--- src/rtl/hwpe_ctrl_reqrsp_offloader.sv ---
// rtl/hwpe_ctrl_reqrsp_offloader.sv - offloads one job to an HWPE register target over reqrsp
module hwpe_ctrl_reqrsp_offloader #(
    parameter int AW         = 32,
    parameter int DW         = 64,
    parameter int N_ARGS_MAX = 16,
    parameter int POLL_GAP   = 4,
    localparam int NW        = $clog2(N_ARGS_MAX + 1)
) (
    input  logic            clk_i,
    input  logic            rst_i,
    input  logic            clear_i,
    // job command
    input  logic            job_valid_i,
    output logic            job_ready_o,
    input  logic [NW-1:0]   job_nargs_i,
    input  logic            job_wait_i,
    // argument stream
    input  logic            arg_valid_i,
    output logic            arg_ready_o,
    input  logic [DW-1:0]   arg_data_i,
    // reqrsp request
    output logic [AW-1:0]   q_addr_o,
    output logic            q_write_o,
    output logic [DW-1:0]   q_data_o,
    output logic [DW/8-1:0] q_strb_o,
    output logic            q_valid_o,
    input  logic            q_ready_i,
    // reqrsp read response
    input  logic [DW-1:0]   p_data_i,
    input  logic            p_valid_i,
    output logic            p_ready_o,
    // completion report
    output logic            done_valid_o,
    input  logic            done_ready_i,
    output logic [7:0]      done_jobid_o,
    output logic            busy_o
);

    localparam logic [3:0] S_IDLE      = 4'd0;
    localparam logic [3:0] S_ACQ_REQ   = 4'd1;
    localparam logic [3:0] S_ACQ_RSP   = 4'd2;
    localparam logic [3:0] S_ACQ_GAP   = 4'd3;
    localparam logic [3:0] S_PUSH_ARG  = 4'd4;
    localparam logic [3:0] S_PUSH_REQ  = 4'd5;
    localparam logic [3:0] S_TRIG_REQ  = 4'd6;
    localparam logic [3:0] S_JOBID_REQ = 4'd7;
    localparam logic [3:0] S_JOBID_RSP = 4'd8;
    localparam logic [3:0] S_POLL_GAP  = 4'd9;
    localparam logic [3:0] S_POLL_REQ  = 4'd10;
    localparam logic [3:0] S_POLL_RSP  = 4'd11;
    localparam logic [3:0] S_REPORT    = 4'd12;

    // Register map of the target: byte address = register index << 3.
    localparam logic [AW-1:0] ADDR_TRIGGER = AW'(8'h00);
    localparam logic [AW-1:0] ADDR_STATUS  = AW'(8'h08);
    localparam logic [AW-1:0] ADDR_JOBID   = AW'(8'h10);
    localparam logic [AW-1:0] ADDR_PUSH    = AW'(8'h20);

    localparam int            GW         = $clog2(POLL_GAP + 1);
    localparam logic [GW-1:0] GAP_LAST   = GW'(POLL_GAP - 1);
    localparam logic [NW-1:0] NARGS_MAX  = NW'(N_ARGS_MAX);

    logic [3:0]      r_state;
    logic [NW-1:0]   r_nargs;
    logic            r_wait;
    logic [GW-1:0]   r_gap_cnt;
    logic [DW-1:0]   r_arg_data;
    logic [7:0]      r_jobid;
    logic [AW-1:0]   r_q_addr;
    logic            r_q_write;
    logic [DW-1:0]   r_q_data;
    logic [DW/8-1:0] r_q_strb;
    logic            r_q_valid;

    logic [AW-1:0]   w_req_addr;
    logic            w_req_write;
    logic [DW-1:0]   w_req_data;
    logic [3:0]      w_req_next;
    logic [NW-1:0]   w_nargs_sat;
    logic            w_p_fire;
    logic            w_arg_fire;
    logic            w_status_idle;

    // Handshake-side outputs are pure functions of the state.
    always_comb begin
        job_ready_o  = (r_state == S_IDLE);
        busy_o       = (r_state != S_IDLE);
        arg_ready_o  = (r_state == S_PUSH_ARG);
        p_ready_o    = (r_state == S_ACQ_RSP) || (r_state == S_JOBID_RSP) ||
                       (r_state == S_POLL_RSP);
        done_valid_o = (r_state == S_REPORT);
    end

    assign q_addr_o     = r_q_addr;
    assign q_write_o    = r_q_write;
    assign q_data_o     = r_q_data;
    assign q_strb_o     = r_q_strb;
    assign q_valid_o    = r_q_valid;
    assign done_jobid_o = r_jobid;

    assign w_p_fire      = p_valid_i && p_ready_o;
    assign w_arg_fire    = arg_valid_i && arg_ready_o;
    assign w_status_idle = (p_data_i == '0);
    assign w_nargs_sat   = (job_nargs_i > NARGS_MAX) ? NARGS_MAX : job_nargs_i;

    // Request contents and the state that follows acceptance, per request state.
    always_comb begin
        w_req_addr  = '0;
        w_req_write = 1'b0;
        w_req_data  = '0;
        w_req_next  = S_IDLE;
        case (r_state)
            S_ACQ_REQ: begin
                w_req_addr = ADDR_STATUS;
                w_req_next = S_ACQ_RSP;
            end
            S_PUSH_REQ: begin
                w_req_addr  = ADDR_PUSH;
                w_req_write = 1'b1;
                w_req_data  = r_arg_data;
                w_req_next  = (r_nargs == '0) ? S_TRIG_REQ : S_PUSH_ARG;
            end
            S_TRIG_REQ: begin
                w_req_addr  = ADDR_TRIGGER;
                w_req_write = 1'b1;
                w_req_next  = S_JOBID_REQ;
            end
            S_JOBID_REQ: begin
                w_req_addr = ADDR_JOBID;
                w_req_next = S_JOBID_RSP;
            end
            S_POLL_REQ: begin
                w_req_addr = ADDR_STATUS;
                w_req_next = S_POLL_RSP;
            end
            default: begin
                w_req_next = S_IDLE;
            end
        endcase
    end

    // Job sequencer: one outstanding request, registered and held until accepted.
    always_ff @(posedge clk_i) begin
        if (rst_i || clear_i) begin
            r_state    <= S_IDLE;
            r_nargs    <= '0;
            r_wait     <= 1'b0;
            r_gap_cnt  <= '0;
            r_arg_data <= '0;
            r_jobid    <= '0;
            r_q_addr   <= '0;
            r_q_write  <= 1'b0;
            r_q_data   <= '0;
            r_q_strb   <= '0;
            r_q_valid  <= 1'b0;
        end else begin
            case (r_state)
                S_IDLE: begin
                    if (job_valid_i) begin
                        r_nargs <= w_nargs_sat;
                        r_wait  <= job_wait_i;
                        r_state <= S_ACQ_REQ;
                    end
                end
                S_ACQ_REQ, S_PUSH_REQ, S_TRIG_REQ, S_JOBID_REQ, S_POLL_REQ: begin
                    // First cycle in the state launches the request; the
                    // fields then stay frozen until the target takes it.
                    if (!r_q_valid) begin
                        r_q_addr  <= w_req_addr;
                        r_q_write <= w_req_write;
                        r_q_data  <= w_req_data;
                        r_q_strb  <= {(DW/8){w_req_write}};
                        r_q_valid <= 1'b1;
                    end else if (q_ready_i) begin
                        r_q_valid <= 1'b0;
                        r_state   <= w_req_next;
                    end
                end
                S_ACQ_RSP: begin
                    if (w_p_fire) begin
                        if (!w_status_idle) begin
                            r_gap_cnt <= '0;
                            r_state   <= S_ACQ_GAP;
                        end else if (r_nargs == '0) begin
                            r_state <= S_TRIG_REQ;
                        end else begin
                            r_state <= S_PUSH_ARG;
                        end
                    end
                end
                S_ACQ_GAP: begin
                    if (r_gap_cnt == GAP_LAST) begin
                        r_gap_cnt <= '0;
                        r_state   <= S_ACQ_REQ;
                    end else begin
                        r_gap_cnt <= r_gap_cnt + GW'(1);
                    end
                end
                S_PUSH_ARG: begin
                    if (w_arg_fire) begin
                        r_arg_data <= arg_data_i;
                        if (r_nargs != '0) begin
                            r_nargs <= r_nargs - NW'(1);
                        end
                        r_state <= S_PUSH_REQ;
                    end
                end
                S_JOBID_RSP: begin
                    if (w_p_fire) begin
                        r_jobid <= p_data_i[7:0];
                        if (r_wait) begin
                            r_gap_cnt <= '0;
                            r_state   <= S_POLL_GAP;
                        end else begin
                            r_state <= S_REPORT;
                        end
                    end
                end
                S_POLL_GAP: begin
                    if (r_gap_cnt == GAP_LAST) begin
                        r_gap_cnt <= '0;
                        r_state   <= S_POLL_REQ;
                    end else begin
                        r_gap_cnt <= r_gap_cnt + GW'(1);
                    end
                end
                S_POLL_RSP: begin
                    if (w_p_fire) begin
                        if (w_status_idle) begin
                            r_state <= S_REPORT;
                        end else begin
                            r_gap_cnt <= '0;
                            r_state   <= S_POLL_GAP;
                        end
                    end
                end
                S_REPORT: begin
                    if (done_ready_i) begin
                        r_state <= S_IDLE;
                    end
                end
                default: begin
                    r_state <= S_IDLE;
                end
            endcase
        end
    end

endmodule

--- config.mk ---
export PLATFORM = sky130hd
export DESIGN_NAME = hwpe_ctrl_reqrsp_offloader
export DESIGN_NICKNAME = d
export VERILOG_FILES = /design/src/rtl/hwpe_ctrl_reqrsp_offloader.sv
export SDC_FILE = /design/constraint.sdc
export NUM_CORES = 1
export LEC_CHECK = 0
export BUFFER_PORTS_ARGS = -buffer_cell sky130_fd_sc_hd__buf_2
export CORE_UTILIZATION = 35
export CTS_BUF_LIST = sky130_fd_sc_hd__clkbuf_4 sky130_fd_sc_hd__clkbuf_8
export CTS_CLUSTER_SIZE = 30
export DETAILED_ROUTE_END_ITERATION = 8
export PLACE_DENSITY = 0.59
export SLEW_MARGIN = 20
export SYNTH_ARGS = -nofsm -noshare
export SYNTH_HDL_FRONTEND = slang
export SYNTH_SLANG_ARGS = --single-unit
--- constraint.sdc ---
create_clock -name clk_i -period 3 [get_ports clk_i]
set_input_delay 0 -clock clk_i [delete_from_list [all_inputs] [get_ports clk_i]]
set_output_delay 0 -clock clk_i [all_outputs]
set_load 0.02 [all_outputs]
==> results of run 1 <==
cells in the mapped netlist, drive strengths merged, types with 2 or more instances:
library cell / n
a211oi: 3
a21oi: 82
a221oi: 2
a22oi: 64
a31oi: 2
a32o: 2
and2: 3
buf: 62
clkbuf: 29
dfxtp: 154
ha: 3
inv: 8
mux2i: 12
nand2: 146
nand2b: 2
nand3: 2
nand3b: 2
nand4: 6
nor2: 88
nor2b: 3
nor3: 4
nor3b: 4
nor4: 19
nor4b: 2
o211ai: 2
o21ai: 8
o22ai: 4
or2: 2
or3: 2
xnor2: 3
power breakdown:
group	internal, mW	leakage (nW)	switching, mW
logic	0.184	2.14	0.190
clock network	0.702	0.181	0.765
registers	2.05	1.24	0.0101
stage by stage:
step / std cells / total power [mW]
finish: 1269 / 3.90
global placement: 1151 / 2.39
floorplan: 773 / 2.28
detailed placement: 1151 / 2.39
CTS: 1269 / 3.95
global route: 1269 / 4.07
registers in the layout (all words and copies together) (netlist names):
register / count
done_jobid_o: 8
q_addr_o: 3
q_data_o: 64
q_strb_o: 1
q_valid_o: 1
r_arg_data: 64
r_gap_cnt: 3
r_nargs: 5
r_state: 4
r_wait: 1
layout by cell type (no fill, tap or decap), types with 4 or more instances in the layout:
master / count
buf_2: 231
dfxtp_1: 154
nand2_1: 145
nor2_1: 87
dlygate4sd3_1: 87
a21oi_1: 81
a22oi_1: 64
conb_1: 29
nor4_1: 18
clkbuf_8: 17
mux2i_1: 12
buf_4: 9
inv_1: 8
o21ai_0: 7
nand4_1: 6
clkbuf_4: 5
nor3b_1: 4
o22ai_1: 4
buf_12: 4
what timing repair did:
item,4_1_cts,5_1_grt
hold buffers,87,0
setup buffers,0,0
resized for setup,0,0
hold endpoints to repair,82,0
setup endpoints to repair,0,0
final cells by class:
type                            count  share of cell area (%)
Timing Repair Buffer              331                    25.1
Multi-Input combinational cell    519                    31.6
Clock inverter                      9                    1.07
Tap cell                          225                    3.24
Inverter                            9                   0.389
Clock buffer                       22                    3.13
Sequential cell                   154                    35.5
worst max-delay path, cell delays in order, from the launching register on:
cell           delay [ns]
dfxtp_1              0.50
buf_4                0.27
nor2_2               0.17
nand3b_2             0.22
inv_1                0.25
nand2_2              0.12
a21oi_4              0.28
nand4b_1             0.12
dlygate4sd3_1        0.57
a21oi_1              0.13
worst max path at each step:
stage / startpoint / end / slack [ns] / cells after the start
final: r_state[1]$_SDFFE_PP0P_ / r_nargs[0]$_SDFFE_PP0P_ / 0.29 / 9
after floorplan: r_state[3]$_SDFFE_PP0P_ / r_nargs[2]$_SDFFE_PP0P_ / 1.04 / 5
after detailed placement: r_state[1]$_SDFFE_PP0P_ / r_nargs[2]$_SDFFE_PP0P_ / 0.69 / 8
after global routing: r_state[1]$_SDFFE_PP0P_ / r_nargs[0]$_SDFFE_PP0P_ / 0.14 / 9
after global placement: r_state[1]$_SDFFE_PP0P_ / r_nargs[3]$_SDFFE_PP0P_ / 0.69 / 8
after CTS: r_state[1]$_SDFFE_PP0P_ / r_nargs[0]$_SDFFE_PP0P_ / 0.30 / 9
kinds of logic (layout without fill, tap and decap cells):
family / count (synthesis) / count (layout)
other: 1 / 29
adder cells (fa/ha/maj): 3 / 3
AND/OR/NAND/NOR: 290 / 290
flip-flops: 154 / 154
XOR/XNOR: 4 / 4
buffers and inverters: 100 / 371
multiplexers: 12 / 12
AO/OA/AOI/OAI: 181 / 181
metal layers:
| metal | vias up | GRT usage, % | share of wire, % |
|---|---|---|---|
| met5 | - | 0 | 0 |
| met1 | 2763 | 23.7 | 45 |
| met2 | 194 | 30.5 | 47 |
| met3 | 17 | 5.05 | 6.6 |
| met4 | 0 | 7.87 | 1.4 |
| li1 | 3076 | - | - |
==> reports/results.ini, run 1 <==
[critical_path]
endpoint_kind=flop
reg2reg_depth=9
startpoint_type=flop
r2r_start=r_state[1]$_SDFFE_PP0P_
r2r_end=r_nargs[0]$_SDFFE_PP0P_
critPathArrivalTime_ns=3.09
cp_max_fo=16
crit_type=flop to flop
required_ns=3.37
reg2reg_slack_ns=0.29

[grt]
grt_pass1_wl_mm=27.3
grt_pass1_vias=5462
grt_max_degree=66
grt_util_all_layers_pct=18.9
grt-ovfl-total=0
grt_antenna_before_repair=0

[yosys]
yosys_warnings=0
synth_ff_type=dfxtp_1
mappedNetlistArea_um2=6260
synth_compound_area_share_pct=18.6
synth_top_area_share_pct=49.3
synthArstFlopShare_pct=0
synthCells=745
synth_mux_area_share_pct=1.92
ys_seq_area_share_pct=49.3
synth_simple_gate_area_share_pct=20.2
yosysTopAreaCell=dfxtp_1
ys_ff_latch=154
yosys.area_share.xor_xnor_pct=0.560
synth_edf_count=0
netlist_top_cells_area=dfxtp_1 (49%), nand2_1 (8.8%), a22oi_1 (7.7%)
syn_avg_cell_area_um2=8.40
synth_top_family_by_area=simple AND/OR/NAND/NOR gates
synthDistinctLibCells=58
synthAdderAreaFrac_pct=0.600

[cells_and_area]
diodes=0
regArea_um2=3080
drive_gt1_share_pct=27.5
fin_util_pct=50.0
fillers=1665
design_area_um2=8680
multiInputGateArea_um2=2740
nNetsFinal=1177
area_growth_pct=38.7

[sta]
finalSetupViolations=0
slew_headroom_pct=51.2
setup_ws_ns=0.285
drv_slew=0
rsz0062_at_grt=false
hold_slack_ns=0.0466
finClkSkew_ns=0.0123
max_slew.worst_pin.slew_ns=0.733
hold_viol=0
fmax_mhz=368
fin_setup_tns_ns=0
fin_crit_sh_pct=90.5
fin_crit_ns=2.71

[clock_tree]
cts_buffer_depth=2
clk_latency_ns=0.45
cts_made_buffers=17
clk_pin_slew_ns=0.08
cts-root-buf=clkbuf_8
cts.htree.levels=4
cts_sinks=154
cts_tree=built

[routing]
route.vias.total=6050
drt-total-wl_mm=17.6
ant_nets=0
drc=0
dr.pass1.iters=5
avgViaCountPerCell=4.77
wl_per_cell_um=13.9
drt_iter0_drc=328

[floorplanning]
coreArea_um2=17400
start_util_pct=36.1
die_height_um=136
io_pins=261
die_w_um=136
dieArea_um2=18400
row_count=48

[flow_run]
timing.max_cap.violations=0

[place]
dp_hpwl_mm=11.0
dp_slack_ns=0.693
routabilityCongestion=0.817
io_buffers=231
dpl_cell_area_um2=7450

[worst_hold_path]
whs_endpoint=r_gap_cnt[2]$_SDFFE_PP0P_
min_path_cells=4
min_path_type=input pin to flop
min_from=p_valid_i

[power]
power.density_nw_per_um2=449
leakagePower_nw=3.56
ir_drop_mv=0.256

[run_status]
status=complete, no violations

Power figures use the tool's default switching activity.
==> inputs of run 2 (changes only) <==
- ABC_CLOCK_PERIOD_IN_PS: unset -> 3000
- PLACE_DENSITY: 0.59 -> 0.58
==> reports/results.ini, run 2 (same netlist as run 1, synthesis figures left out) <==
[sta]
fin_setup_tns_ns=0
hold_viol=0
finalSetupViolations=0
slew_headroom_pct=43.0
rsz0062_at_grt=false
fin_crit_ns=2.69
setup_ws_ns=0.309
hold_slack_ns=0.0604
fin_crit_sh_pct=89.7
fmax_mhz=372
finClkSkew_ns=0.00965
drv_slew=0
max_slew.worst_pin.slew_ns=0.856

[clock_tree]
cts-root-buf=clkbuf_8
clk_pin_slew_ns=0.08
cts_tree=built
cts_buffer_depth=2
clk_latency_ns=0.44
cts_made_buffers=17
post_cts_resized=0
cts_sinks=154
cts.htree.levels=4

[power]
pwr-share-seq_pct=50.2
leakagePower_nw=3.59
pwr-share-comb_pct=9.0
power_frac_clock_pct=40.8
power.net_switching_mw=1.01
power.density_nw_per_um2=470
ir_drop_mv=0.237
intPower_mw=3.09
swShare_pct=24.6
p_total_mw=4.10

[critical_path]
cp_top_family=buffers and inverters
startpoint_type=flop
crit_path_top_delay_cell=dlygate4sd3_1
endpoint_kind=flop
crit_type=flop to flop
crit_buf_inv=3
critPathArrivalTime_ns=3.05
cp_cell_sequence=buf_4, nor2_2, nand3b_2, inv_1, nand2_2, a21oi_4, nand4b_1, dlygate4sd3_1, a21oi_1
cp_max_fo=19
required_ns=3.36
critical_path.max_stage_delay_ns=0.57

[run_status]
status=complete, no violations

[grt]
grt_antenna_before_repair=1
grt_pass1_vias=5642
grt-ovfl-total=0
grt_pass1_wl_mm=27.8
grt_max_degree=69
grt_util_all_layers_pct=19.1

[routing]
drt-total-wl_mm=17.5
drt_iter0_drc=353
avgViaCountPerCell=4.77
dr.pass1.iters=5
ant_nets=0
drc=0
route.vias.total=6049
wl_per_cell_um=13.8

[place]
dp_slack_ns=0.722
io_buffers=231
routabilityCongestion=0.765
place_inst=1152
dpl_cell_area_um2=7450
dp_hpwl_mm=10.9

[floorplanning]
dieArea_um2=18400
die_w_um=136
io_pins=261
die_height_um=136
row_count=48
start_util_pct=36.1
coreArea_um2=17400

[cells_and_area]
diodes=0
fillers=1677
area_growth_pct=39.5
drive_gt1_share_pct=27.6
nNetsFinal=1177
multiInputGateArea_um2=2740
regArea_um2=3080
final_cells=1269
final_common_cell=buf_2
final_cell_mix=buf_2 (231), dfxtp_1 (154), nand2_1 (145)
design_area_um2=8730
fin_util_pct=50.3

[flow_run]
timing.max_cap.violations=0

[worst_hold_path]
min_path_type=input pin to flop

-- run 2: worst register-to-register path, cell delays in order (launching register included) --
cell and delay (ns):
dfxtp_1 0.50, buf_4 0.27, nor2_2 0.18, nand3b_2 0.21, inv_1 0.24, nand2_2 0.12
a21oi_4 0.27, nand4b_1 0.13, dlygate4sd3_1 0.57, a21oi_1 0.14
-- run 2: final cells by class --
type                    count  share of cell area, %
flip-flops and latches    154                   35.3
multi-input cells         519                   31.4
repair buffers            331                   24.9
well taps                 225                   3.22
clock buffers              19                   2.92
clock inverters            12                   1.88
inverters                   9                  0.387
-- run 2: metal layers --
metal,track usage [%],share of wire (%),up-vias
li1,-,-,3085
met1,24.2,46,2740
met2,30.8,46,199
met3,5.24,6.4,23
met4,7.30,1.7,2
met5,0,0.074,-
-- run 2: path summary, 6_finish.rpt --
kind	startpoint	endpoint	slack [ns]	depth (start not counted)
worst max-delay path	r_state[1]$_SDFFE_PP0P_	r_nargs[0]$_SDFFE_PP0P_	0.31	9
worst min-delay path	p_valid_i	r_gap_cnt[2]$_SDFFE_PP0P_	0.06	4
worst max register to register	r_state[1]$_SDFFE_PP0P_	r_nargs[0]$_SDFFE_PP0P_	0.31	9
worst min register to register	r_gap_cnt[2]$_SDFFE_PP0P_	r_gap_cnt[2]$_SDFFE_PP0P_	0.43	2
-- run 2: power by group through the flow --
stage | clock network, mW | registers, mW | logic [mW]
finish | 1.67 | 2.06 | 0.370
global route | 1.82 | 2.06 | 0.406
CTS | 1.73 | 2.06 | 0.370
detailed placement | 0 | 2.11 | 0.283
global placement | 0 | 2.11 | 0.283
floorplan | 0 | 2.10 | 0.180
-- run 2: repair_timing --
item                                   CTS  global route
hold buffers                            86             0
buffers inserted                         0             0
endpoints found under the hold margin   81             0
